**src/rtl/sync_fifo_wconv_if.sv**
```systemverilog
// Bus bundle for the width-converting synchronous FIFO.
// The master side writes/reads; the slave side is the FIFO itself.
interface sync_fifo_wconv_if #(
    parameter int DATA_WIDTH_I = 256,
    parameter int DATA_WIDTH_O = 64,
    parameter int FIFO_DEPTH   = 8
);
    localparam int W_MIN = (DATA_WIDTH_I < DATA_WIDTH_O) ? DATA_WIDTH_I : DATA_WIDTH_O;
    localparam int W_MAX = (DATA_WIDTH_I < DATA_WIDTH_O) ? DATA_WIDTH_O : DATA_WIDTH_I;
    localparam int CAP   = FIFO_DEPTH * (W_MAX / W_MIN);
    localparam int LVL_W = $clog2(CAP) + 1;

    logic                    fifo_wr;
    logic [DATA_WIDTH_I-1:0] fifo_din;
    logic                    fifo_full;
    logic                    fifo_afull;
    logic                    fifo_rd;
    logic [DATA_WIDTH_O-1:0] fifo_dout;
    logic                    fifo_empty;
    logic                    fifo_aempty;
    logic [LVL_W-1:0]        fifo_level;
    logic                    err_clr;
    logic                    fifo_ovf;
    logic                    fifo_udf;

    modport master (
        output fifo_wr, fifo_din, fifo_rd, err_clr,
        input  fifo_full, fifo_afull, fifo_dout, fifo_empty, fifo_aempty,
               fifo_level, fifo_ovf, fifo_udf
    );

    modport slave (
        input  fifo_wr, fifo_din, fifo_rd, err_clr,
        output fifo_full, fifo_afull, fifo_dout, fifo_empty, fifo_aempty,
               fifo_level, fifo_ovf, fifo_udf
    );
endinterface

```
**src/rtl/sync_fifo_wconv.sv**
```systemverilog
// Synchronous FIFO with independent write and read widths.
// Storage is a ring of CAP slots, each one W_MIN-bit unit wide; a write
// deposits UI units and a read removes UO units. Occupancy is counted in units.
module sync_fifo_wconv #(
    parameter int DATA_WIDTH_I = 256,
    parameter int DATA_WIDTH_O = 64,
    parameter int FIFO_DEPTH   = 8,
    parameter int OUTPUT_MODE  = 0,
    parameter int AFULL_TH     = 28,
    parameter int AEMPTY_TH    = 4
) (
    input  logic            clk,
    input  logic            rst_n,
    sync_fifo_wconv_if.slave bus
);
    localparam int W_MIN = (DATA_WIDTH_I < DATA_WIDTH_O) ? DATA_WIDTH_I : DATA_WIDTH_O;
    localparam int W_MAX = (DATA_WIDTH_I < DATA_WIDTH_O) ? DATA_WIDTH_O : DATA_WIDTH_I;
    localparam int RATIO = W_MAX / W_MIN;
    localparam int UI    = DATA_WIDTH_I / W_MIN;
    localparam int UO    = DATA_WIDTH_O / W_MIN;
    localparam int CAP   = FIFO_DEPTH * RATIO;
    localparam int PTR_W = $clog2(CAP);
    localparam int LVL_W = PTR_W + 1;

    // Width ratio must be an exact power of two so unit slots tile both words.
    if ((W_MAX % W_MIN) != 0 || (RATIO & (RATIO - 1)) != 0) begin : g_bad_ratio
        $error("sync_fifo_wconv: width ratio must be a power of 2");
    end
    // Depth must be a power of two so pointers wrap naturally modulo CAP.
    if (FIFO_DEPTH < 2 || (FIFO_DEPTH & (FIFO_DEPTH - 1)) != 0) begin : g_bad_depth
        $error("sync_fifo_wconv: FIFO_DEPTH must be a power of 2 and >= 2");
    end

    logic [W_MIN-1:0]        mem_q [CAP];
    logic [PTR_W-1:0]        wptr_q, wptr_d;
    logic [PTR_W-1:0]        rptr_q, rptr_d;
    logic [LVL_W-1:0]        level_q, level_d;
    logic                    ovf_q, ovf_d;
    logic                    udf_q, udf_d;
    logic [DATA_WIDTH_O-1:0] dout_q, dout_d;
    logic [DATA_WIDTH_O-1:0] head_s;
    logic                    full_s, empty_s;
    logic                    wr_acc_s, rd_acc_s;

    // Space/data availability from the registered level; acceptance uses these pre-edge flags.
    always_comb begin
        full_s   = (LVL_W'(CAP) - level_q) < LVL_W'(UI);
        empty_s  = level_q < LVL_W'(UO);
        wr_acc_s = bus.fifo_wr & ~full_s;
        rd_acc_s = bus.fifo_rd & ~empty_s;
    end

    // Gather the UO oldest units into an output word, oldest in the low slice.
    always_comb begin
        head_s = {DATA_WIDTH_O{1'b0}};
        for (int u = 0; u < UO; u++) begin
            head_s[u*W_MIN +: W_MIN] = mem_q[rptr_q + PTR_W'(u)];
        end
    end

    // Next-state for pointers, level, sticky error flags and the registered output word.
    always_comb begin
        if (wr_acc_s) begin
            wptr_d = wptr_q + PTR_W'(UI);
        end else begin
            wptr_d = wptr_q;
        end

        if (rd_acc_s) begin
            rptr_d = rptr_q + PTR_W'(UO);
            dout_d = head_s;
        end else begin
            rptr_d = rptr_q;
            dout_d = dout_q;
        end

        level_d = level_q
                + (wr_acc_s ? LVL_W'(UI) : {LVL_W{1'b0}})
                - (rd_acc_s ? LVL_W'(UO) : {LVL_W{1'b0}});

        // A fresh error outranks a clear in the same cycle.
        if (bus.fifo_wr & full_s) begin
            ovf_d = 1'b1;
        end else if (bus.err_clr) begin
            ovf_d = 1'b0;
        end else begin
            ovf_d = ovf_q;
        end

        if (bus.fifo_rd & empty_s) begin
            udf_d = 1'b1;
        end else if (bus.err_clr) begin
            udf_d = 1'b0;
        end else begin
            udf_d = udf_q;
        end
    end

    // Control state; reset discards contents immediately by zeroing pointers and level.
    always_ff @(posedge clk or negedge rst_n) begin
        if (!rst_n) begin
            wptr_q  <= {PTR_W{1'b0}};
            rptr_q  <= {PTR_W{1'b0}};
            level_q <= {LVL_W{1'b0}};
            ovf_q   <= 1'b0;
            udf_q   <= 1'b0;
            dout_q  <= {DATA_WIDTH_O{1'b0}};
        end else begin
            wptr_q  <= wptr_d;
            rptr_q  <= rptr_d;
            level_q <= level_d;
            ovf_q   <= ovf_d;
            udf_q   <= udf_d;
            dout_q  <= dout_d;
        end
    end

    // Unit storage: no reset needed, contents are only visible through valid pointers.
    always_ff @(posedge clk) begin
        if (wr_acc_s) begin
            for (int u = 0; u < UI; u++) begin
                mem_q[wptr_q + PTR_W'(u)] <= bus.fifo_din[u*W_MIN +: W_MIN];
            end
        end
    end

    assign bus.fifo_full   = full_s;
    assign bus.fifo_empty  = empty_s;
    assign bus.fifo_afull  = int'(level_q) >= AFULL_TH;
    assign bus.fifo_aempty = int'(level_q) <= AEMPTY_TH;
    assign bus.fifo_level  = level_q;
    assign bus.fifo_ovf    = ovf_q;
    assign bus.fifo_udf    = udf_q;
    assign bus.fifo_dout   = (OUTPUT_MODE != 0) ? dout_q : head_s;

endmodule

```
**src/flat_wrapper.sv**
```systemverilog
// flat-port wrapper written by rule: the top's interface ports become plain ports
module sync_fifo_wconv_flat 
#(
    parameter int DATA_WIDTH_I = 256,
    parameter int DATA_WIDTH_O = 64,
    parameter int FIFO_DEPTH   = 8,
    parameter int OUTPUT_MODE  = 0,
    parameter int AFULL_TH     = 28,
    parameter int AEMPTY_TH    = 4
)
  (clk, rst_n, bus_fifo_wr, bus_fifo_din, bus_fifo_rd, bus_err_clr, bus_fifo_full, bus_fifo_afull, bus_fifo_dout, bus_fifo_empty, bus_fifo_aempty, bus_fifo_level, bus_fifo_ovf, bus_fifo_udf);
  sync_fifo_wconv_if #(.DATA_WIDTH_I(DATA_WIDTH_I), .DATA_WIDTH_O(DATA_WIDTH_O), .FIFO_DEPTH(FIFO_DEPTH)) bus_i ();
  input  logic clk;
  input  logic rst_n;
  input wire logic [$bits(bus_i.fifo_wr)-1:0] bus_fifo_wr;
  input wire logic [$bits(bus_i.fifo_din)-1:0] bus_fifo_din;
  input wire logic [$bits(bus_i.fifo_rd)-1:0] bus_fifo_rd;
  input wire logic [$bits(bus_i.err_clr)-1:0] bus_err_clr;
  output wire logic [$bits(bus_i.fifo_full)-1:0] bus_fifo_full;
  output wire logic [$bits(bus_i.fifo_afull)-1:0] bus_fifo_afull;
  output wire logic [$bits(bus_i.fifo_dout)-1:0] bus_fifo_dout;
  output wire logic [$bits(bus_i.fifo_empty)-1:0] bus_fifo_empty;
  output wire logic [$bits(bus_i.fifo_aempty)-1:0] bus_fifo_aempty;
  output wire logic [$bits(bus_i.fifo_level)-1:0] bus_fifo_level;
  output wire logic [$bits(bus_i.fifo_ovf)-1:0] bus_fifo_ovf;
  output wire logic [$bits(bus_i.fifo_udf)-1:0] bus_fifo_udf;
  assign bus_i.fifo_wr = bus_fifo_wr;
  assign bus_i.fifo_din = bus_fifo_din;
  assign bus_i.fifo_rd = bus_fifo_rd;
  assign bus_i.err_clr = bus_err_clr;
  assign bus_fifo_full = bus_i.fifo_full;
  assign bus_fifo_afull = bus_i.fifo_afull;
  assign bus_fifo_dout = bus_i.fifo_dout;
  assign bus_fifo_empty = bus_i.fifo_empty;
  assign bus_fifo_aempty = bus_i.fifo_aempty;
  assign bus_fifo_level = bus_i.fifo_level;
  assign bus_fifo_ovf = bus_i.fifo_ovf;
  assign bus_fifo_udf = bus_i.fifo_udf;
  sync_fifo_wconv #(.DATA_WIDTH_I(DATA_WIDTH_I), .DATA_WIDTH_O(DATA_WIDTH_O), .FIFO_DEPTH(FIFO_DEPTH), .OUTPUT_MODE(OUTPUT_MODE), .AFULL_TH(AFULL_TH), .AEMPTY_TH(AEMPTY_TH)) u_core (.clk(clk), .rst_n(rst_n), .bus(bus_i));
endmodule
```
**config.mk**
```make
export PLATFORM = sky130hd
export DESIGN_NAME = sync_fifo_wconv_flat
export DESIGN_NICKNAME = d
export VERILOG_FILES = /design/src/rtl/sync_fifo_wconv_if.sv /design/src/rtl/sync_fifo_wconv.sv /design/src/flat_wrapper.sv
export SDC_FILE = /design/constraint.sdc
export NUM_CORES = 2
export LEC_CHECK = 0
export ABC_AREA = 1
export CAP_MARGIN = 20
export CORE_UTILIZATION = 50
export DETAILED_ROUTE_END_ITERATION = 8
export PLACE_DENSITY = 0.76
export RECOVER_POWER = 100
export SLEW_MARGIN = 20
export SYNTH_ARGS = -nofsm -noshare
export SYNTH_HDL_FRONTEND = slang
export SYNTH_SLANG_ARGS = --single-unit
```
**constraint.sdc**
```tcl
create_clock -name clk -period 22.5 [get_ports clk]
set_input_delay 4.5 -clock clk [delete_from_list [all_inputs] [get_ports clk]]
set_output_delay 4.5 -clock clk [all_outputs]
set_load 0.05 [all_outputs]
```
### After elaboration in Yosys (flattened, before gate mapping)

Memories as Yosys holds them, arrays and structs flattened.
Index checks and enable logic that the tools add are counted.

| storage, ports and cells | value |
|---|---|
| logic and storage cells | 33 |
| latch bits | 0 |
| bits of input ports | 261 |
| bits in writable memories | 2048 |
| flip-flop bits (word level) | 18 |
| memories kept | 1 |
| memory bits (read-only) | 0 |
| output and inout bits | 76 |

| cells by class | value |
|---|---|
| divide/modulo/power cells | 0 |
| multipliers | 0 |
| $add $sub $neg | 8 |
| eq/ne operators | 0 |
| reductions and logical operators | 2 |
| shift-type cells | 0 |
| multiplexer cells | 7 |
| order comparisons | 4 |
| bitwise operators | 6 |

Memories:

| name | depth | width | rd ports | clocked after memory_dff | wr ports | RTL line | text |
|---|---|---|---|---|---|---|---|
| u_core.mem_q | 32 | 64 | 1 | 0 | 4 | sync_fifo_wconv.sv:34 | `logic [W_MIN-1:0] mem_q [CAP];` |

Operator list:

| operator | count |
|---|---|
| $add A5 B1 Y5 const B | 2 |
| $add A5 B2 Y5 const B | 2 |
| $add A6 B6 Y6 | 1 |
| $ge A6 B5 Y1 const B | 1 |
| $le A6 B3 Y1 const B | 1 |
| $lt A6 B1 Y1 const B | 1 |
| $lt A6 B3 Y1 const B | 1 |
| $mux W1 | 6 |
| $sub A6 B6 Y6 | 1 |
| $sub A6 B6 Y6 const A | 1 |
| $add A5 B3 Y5 const B | 1 |
| $and A1 B1 Y1 | 4 |
| $reduce_bool A2 Y1 | 2 |
| $mux W3 | 1 |
| $not A1 Y1 | 2 |

### Longest topological paths before layout

| logic depth | value |
|---|---|
| word-level depth | 7 |
| depth in mapped cells | 15 |
| mapped depth without buffers | 15 |

### Least setup slack after synthesis

OpenSTA, ideal clock, no wires.

| path | value |
|---|---|
| path kind | input-to-reg |
| start point | in bus_fifo_wr |
| end point | mem u_core.mem_q[20][0] (netlist name), enable pin |
| arrival time | 21887 ps |
| stages on the path | 2 |
| setup time | 1189 ps |
| slack | -576 ps |
| buffers on the path | 0 |
| required time | 21311 ps |
| path through | nand2_1 nor3_1 |

RTL lines:

| item | RTL line | text |
|---|---|---|
| from (decl) | flat_wrapper.sv:15 | `input wire logic [$bits(bus_i.fifo_wr)-1:0] bus_fifo_wr;` |
| to (decl) | sync_fifo_wconv.sv:34 |  |

### Worst setup path after layout

| path | value |
|---|---|
| start point | reg u_core.rptr_q[2] |
| end point | out bus_fifo_dout[19] |

| between the ends | value |
|---|---|
| word-level cells in the longest chain between the ends | 1 |

Ends and longest elaborated chain:

| item | RTL line | text |
|---|---|---|
| from (decl) | sync_fifo_wconv.sv:36 | `logic [PTR_W-1:0] rptr_q, rptr_d;` |
| from (signal assigned) | sync_fifo_wconv.sv:103 | `rptr_q <= {PTR_W{1'b0}};` |
| from (signal assigned) | sync_fifo_wconv.sv:110 | `rptr_q <= rptr_d;` |
| $mem_v2 Z32 W64 | - |  |
| to (decl) | flat_wrapper.sv:21 | `output wire logic [$bits(bus_i.fifo_dout)-1:0] bus_fifo_dout;` |

Every way passes these cells.

==> insert_results.sql <==
INSERT INTO impl_metrics (metric_group, metric, value, unit) VALUES
('setup_path', 'worstSetupStartpointType', 'flop', ''),
('drt', 'dr_total_vias', '58200', ''),
('yosys', 'yosysWarnings', '0', ''),
('die', 'design.die.area', '176000', 'sq um'),
('power', 'power_report.internal_total', '8120', 'uW'),
('sta', 'setup_violation_total_in_the_final_timing_report', '0', ''),
('power', 'seq_power_share', '0.385', ''),
('cells_and_area', 'fin_nets', '8760', ''),
('grt', 'grt_first_pass_wirelength', '320000', 'um'),
('die', 'floorplan.rows', '153', ''),
('sta', 'final.setup_skew', '0.0420', 'ns'),
('placement', 'hpwl', '109000', 'um'),
('cts', 'clkSinkCount', '2064', ''),
('outcome', 'run_status', 'finished, violations left', ''),
('drt', 'wl_per_cell', '19.0', 'um'),
('power', 'ir_drop', '0.139', 'mV'),
('yosys', 'syn-num-nets', '8570', ''),
('setup_path', 'critPathKind', 'flop to output pin', ''),
('drt', 'finalWirelength', '210000', 'um'),
('setup_path', 'crit_fanout', '66', ''),
('sta', 'rsz_0062_raised_after_global_routing', 'no', ''),
('die', 'fp.dieH', '420', 'um'),
('outcome', 'violations', 'capacitance limit, slew limit', ''),
('cells_and_area', 'final.fill_count', '13800', ''),
('drt', 'route.antenna.remaining_nets', '0', ''),
('sta', 'slew_hr', '-5.49', ''),
('grt', 'gr-total-overflow', '0', ''),
('yosys', 'synth_flop_cell', 'edfxtp_1', ''),
('yosys', 'synth_top_area_share', '0.704', ''),
('cells_and_area', 'drive_above_1_share', '0.0418', ''),
('die', 'initial_cell_density_of_the_core', '0.503', ''),
('setup_path', 'critical_path.endpoint_type', 'output pin', ''),
('drt', 'vias_cell', '5.27', ''),
('cells_and_area', 'area_growth_syn_to_layout', '13.4', '%'),
('die', 'fp.coreArea', '174000', 'sq um'),
('cts', 'cts_made_buffers', '206', ''),
('power', 'pwr_density_cell', '133', 'nW/um^2'),
('cts', 'cts-root-to-sink-buffers', '3', ''),
('drt', 'drc_errors', '0', ''),
('power', 'overall_power_of_the_completed_layout', '13200', 'uW'),
('power', 'static-leakage-power', '0.0404', 'uW'),
('sta', 'finalWorstPathRequiredPeriod', '16.68', 'ns'),
('grt', 'grt_antenna_before_repair', '89', ''),
('cells_and_area', 'multi_input_area', '19500', 'sq um'),
('power', 'total_switching_power', '5070', 'uW'),
('sta', 'timing.final.max_slew_violations', '2242', ''),
('setup_path', 'timing.critical_path.arrival', '12.18', 'ns'),
('yosys', 'most_used_standard_cells_in_the_synthesized_netlist', '3065 x nand2_1, 2048 x edfxtp_1, 1047 x inv_1', ''),
('cts', 'cts_root_buf', 'clkbuf_16', ''),
('yosys', 'sequential_fraction_of_the_synthesis_area', '0.708', ''),
('cts', 'post_cts.resized_instances', '0', ''),
('cts', 'worstSkewPairLatency', '0.87', 'ns'),
('sta', 'worst_pin_slew', '9.73', 'ns'),
('yosys', 'synthTopCellsByArea', 'edfxtp_1 70%, nand2_1 13%, nand3_1 5.6%, inv_1 4.5%, nor2_1 2.2%', ''),
('min_path', 'worst_hold_path_type', 'flop to flop', ''),
('grt', 'groute.usage.overall', '0.236', ''),
('yosys', 'ys_types', '24', ''),
('die', 'floorplan.io_pins', '337', ''),
('sta', 'maxClockFrequency', '0.0599', 'GHz'),
('sta', 'timing.final.hold_violations', '0', ''),
('yosys', 'postSynthCellCount', '8297', ''),
('sta', 'whs', '0.514', 'ns'),
('drt', 'detailedRoute.firstPassIterationCount', '6', ''),
('cts', 'cts_hold_repair.buffers', '0', ''),
('power', 'power.switching_fraction', '0.384', ''),
('sta', 'finalCritPeriodShare', '0.742', ''),
('grt', 'maximum_number_of_pins_on_one_net_before_global_route_repair', '220', ''),
('yosys', 'yosysMostFrequentCell', 'nand2_1', ''),
('yosys', 'synth_area_per_cell', '10.5', 'sq um'),
('yosys', 'synth.cell_area', '87400', 'sq um'),
('run', 'max_cap_violations', '34', '');
final cells by class:
| type | instances | share of cell area |
|---|---|---|
| Antenna cell | 42 | 0.00106 |
| Multi-Input combinational cell | 4757 | 0.197 |
| Clock buffer | 258 | 0.0550 |
| Clock inverter | 128 | 0.0138 |
| Sequential cell | 2064 | 0.624 |
| Inverter | 1053 | 0.0403 |
| Timing Repair Buffer | 405 | 0.0390 |
| Tap cell | 2325 | 0.0293 |
power by group through the flow:
stage | Sequential, uW | Clock (uW) | Combinational, uW
CTS | 4980 | 3480 | 4750
global route | 5120 | 3620 | 5150
finish | 5080 | 3430 | 4690
detailed placement | 5060 | 0 | 4710
floorplan | 5290 | 0 | 3320
global placement | 5040 | 0 | 4620
placed cells by master (no fill, tap or decap), types with 9 or more instances in the layout:
master	n
clkbuf_1	75
bufinv_16	21
clkbuf_16	208
dfrtp_1	13
buf_4	30
nor2_1	509
edfxtp_1	2048
inv_1	1046
clkinv_2	40
nand3_1	977
diode_2	42
o211ai_1	18
dlygate4sd3_1	333
a21oi_1	127
ha_1	11
o21ai_0	23
inv_6	9
or2_2	10
clkinv_1	42
nand2_1	3065
logic make-up (layout without fill, tap and decap cells):
| logic type | count (synthesis) | in the layout | share of synthesized area |
|---|---|---|---|
| AND/OR/NAND/NOR | 4569 | 4569 | 0.211 |
| flip-flops | 2064 | 2064 | 0.708 |
| buffers and inverters | 1476 | 1844 | 0.0684 |
| AO/OA/AOI/OAI | 168 | 168 | 0.0101 |
| adder cells (fa/ha/maj) | 12 | 12 | 0.00180 |
| XOR/XNOR | 8 | 8 | 0.000802 |
| other | 0 | 42 | 0 |
final timing paths:
path                                           from                    to  cells after the start  slack (ns)
max in group asynchronous                     rst_n      u_core.rptr_q[4]                      1       17.58
setup reg to reg           u_core.bus.fifo_level[1]  u_core.mem_q[27][34]                     11        9.72
hold reg to reg                    u_core.wptr_q[2]      u_core.wptr_q[2]                      2        0.51
min in group asynchronous                     rst_n      u_core.wptr_q[3]                      1        4.22
hold / removal                     u_core.wptr_q[2]      u_core.wptr_q[2]                      2        0.51
setup / recovery                   u_core.rptr_q[2]     bus_fifo_dout[19]                      8        5.82
sequential cells by signal, indices dropped and copies added (netlist names):
name and count:
u_core.mem_q 2048, u_core.bus.fifo_level 6, u_core.rptr_q 5, u_core.wptr_q 3, u_core.bus.fifo_ovf 1, u_core.bus.fifo_udf 1
metrics by stage:
step	TNS, ns	std cells	utilization	setup WS, ns	area [sq um]
CTS	0	11000	0.571	11.27	99200
global route	0	11000	0.570	5.59	99100
finish	0	11000	0.570	5.82	99200
global placement	0	10600	0.532	12.30	92400
floorplan	-589.61	8297	-	-0.576	87400
detailed placement	0	10600	0.532	12.26	92400
critical path: stages (launching register included):
cell and delay [ns]:
dfrtp_1 1.93, nand2_1 0.97, clkinvlp_2 2.99, clkbuf_1 3.40, nand3_1 0.31, nand3_1 0.25, nor2_1 0.08, nor2_1 0.36
dlygate4sd3_1 0.94
metal layers:
metal | vias to the layer above | routed length, um | track usage | share of wire
met5 | - | 232 | 0 | 0.0011
li1 | 27400 | - | - | -
met1 | 27800 | 80800 | 0.297 | 0.39
met3 | 498 | 17400 | 0.0421 | 0.083
met4 | 36 | 7610 | 0.102 | 0.036
met2 | 2473 | 104000 | 0.402 | 0.49
(Power assumes the default switching activity.)
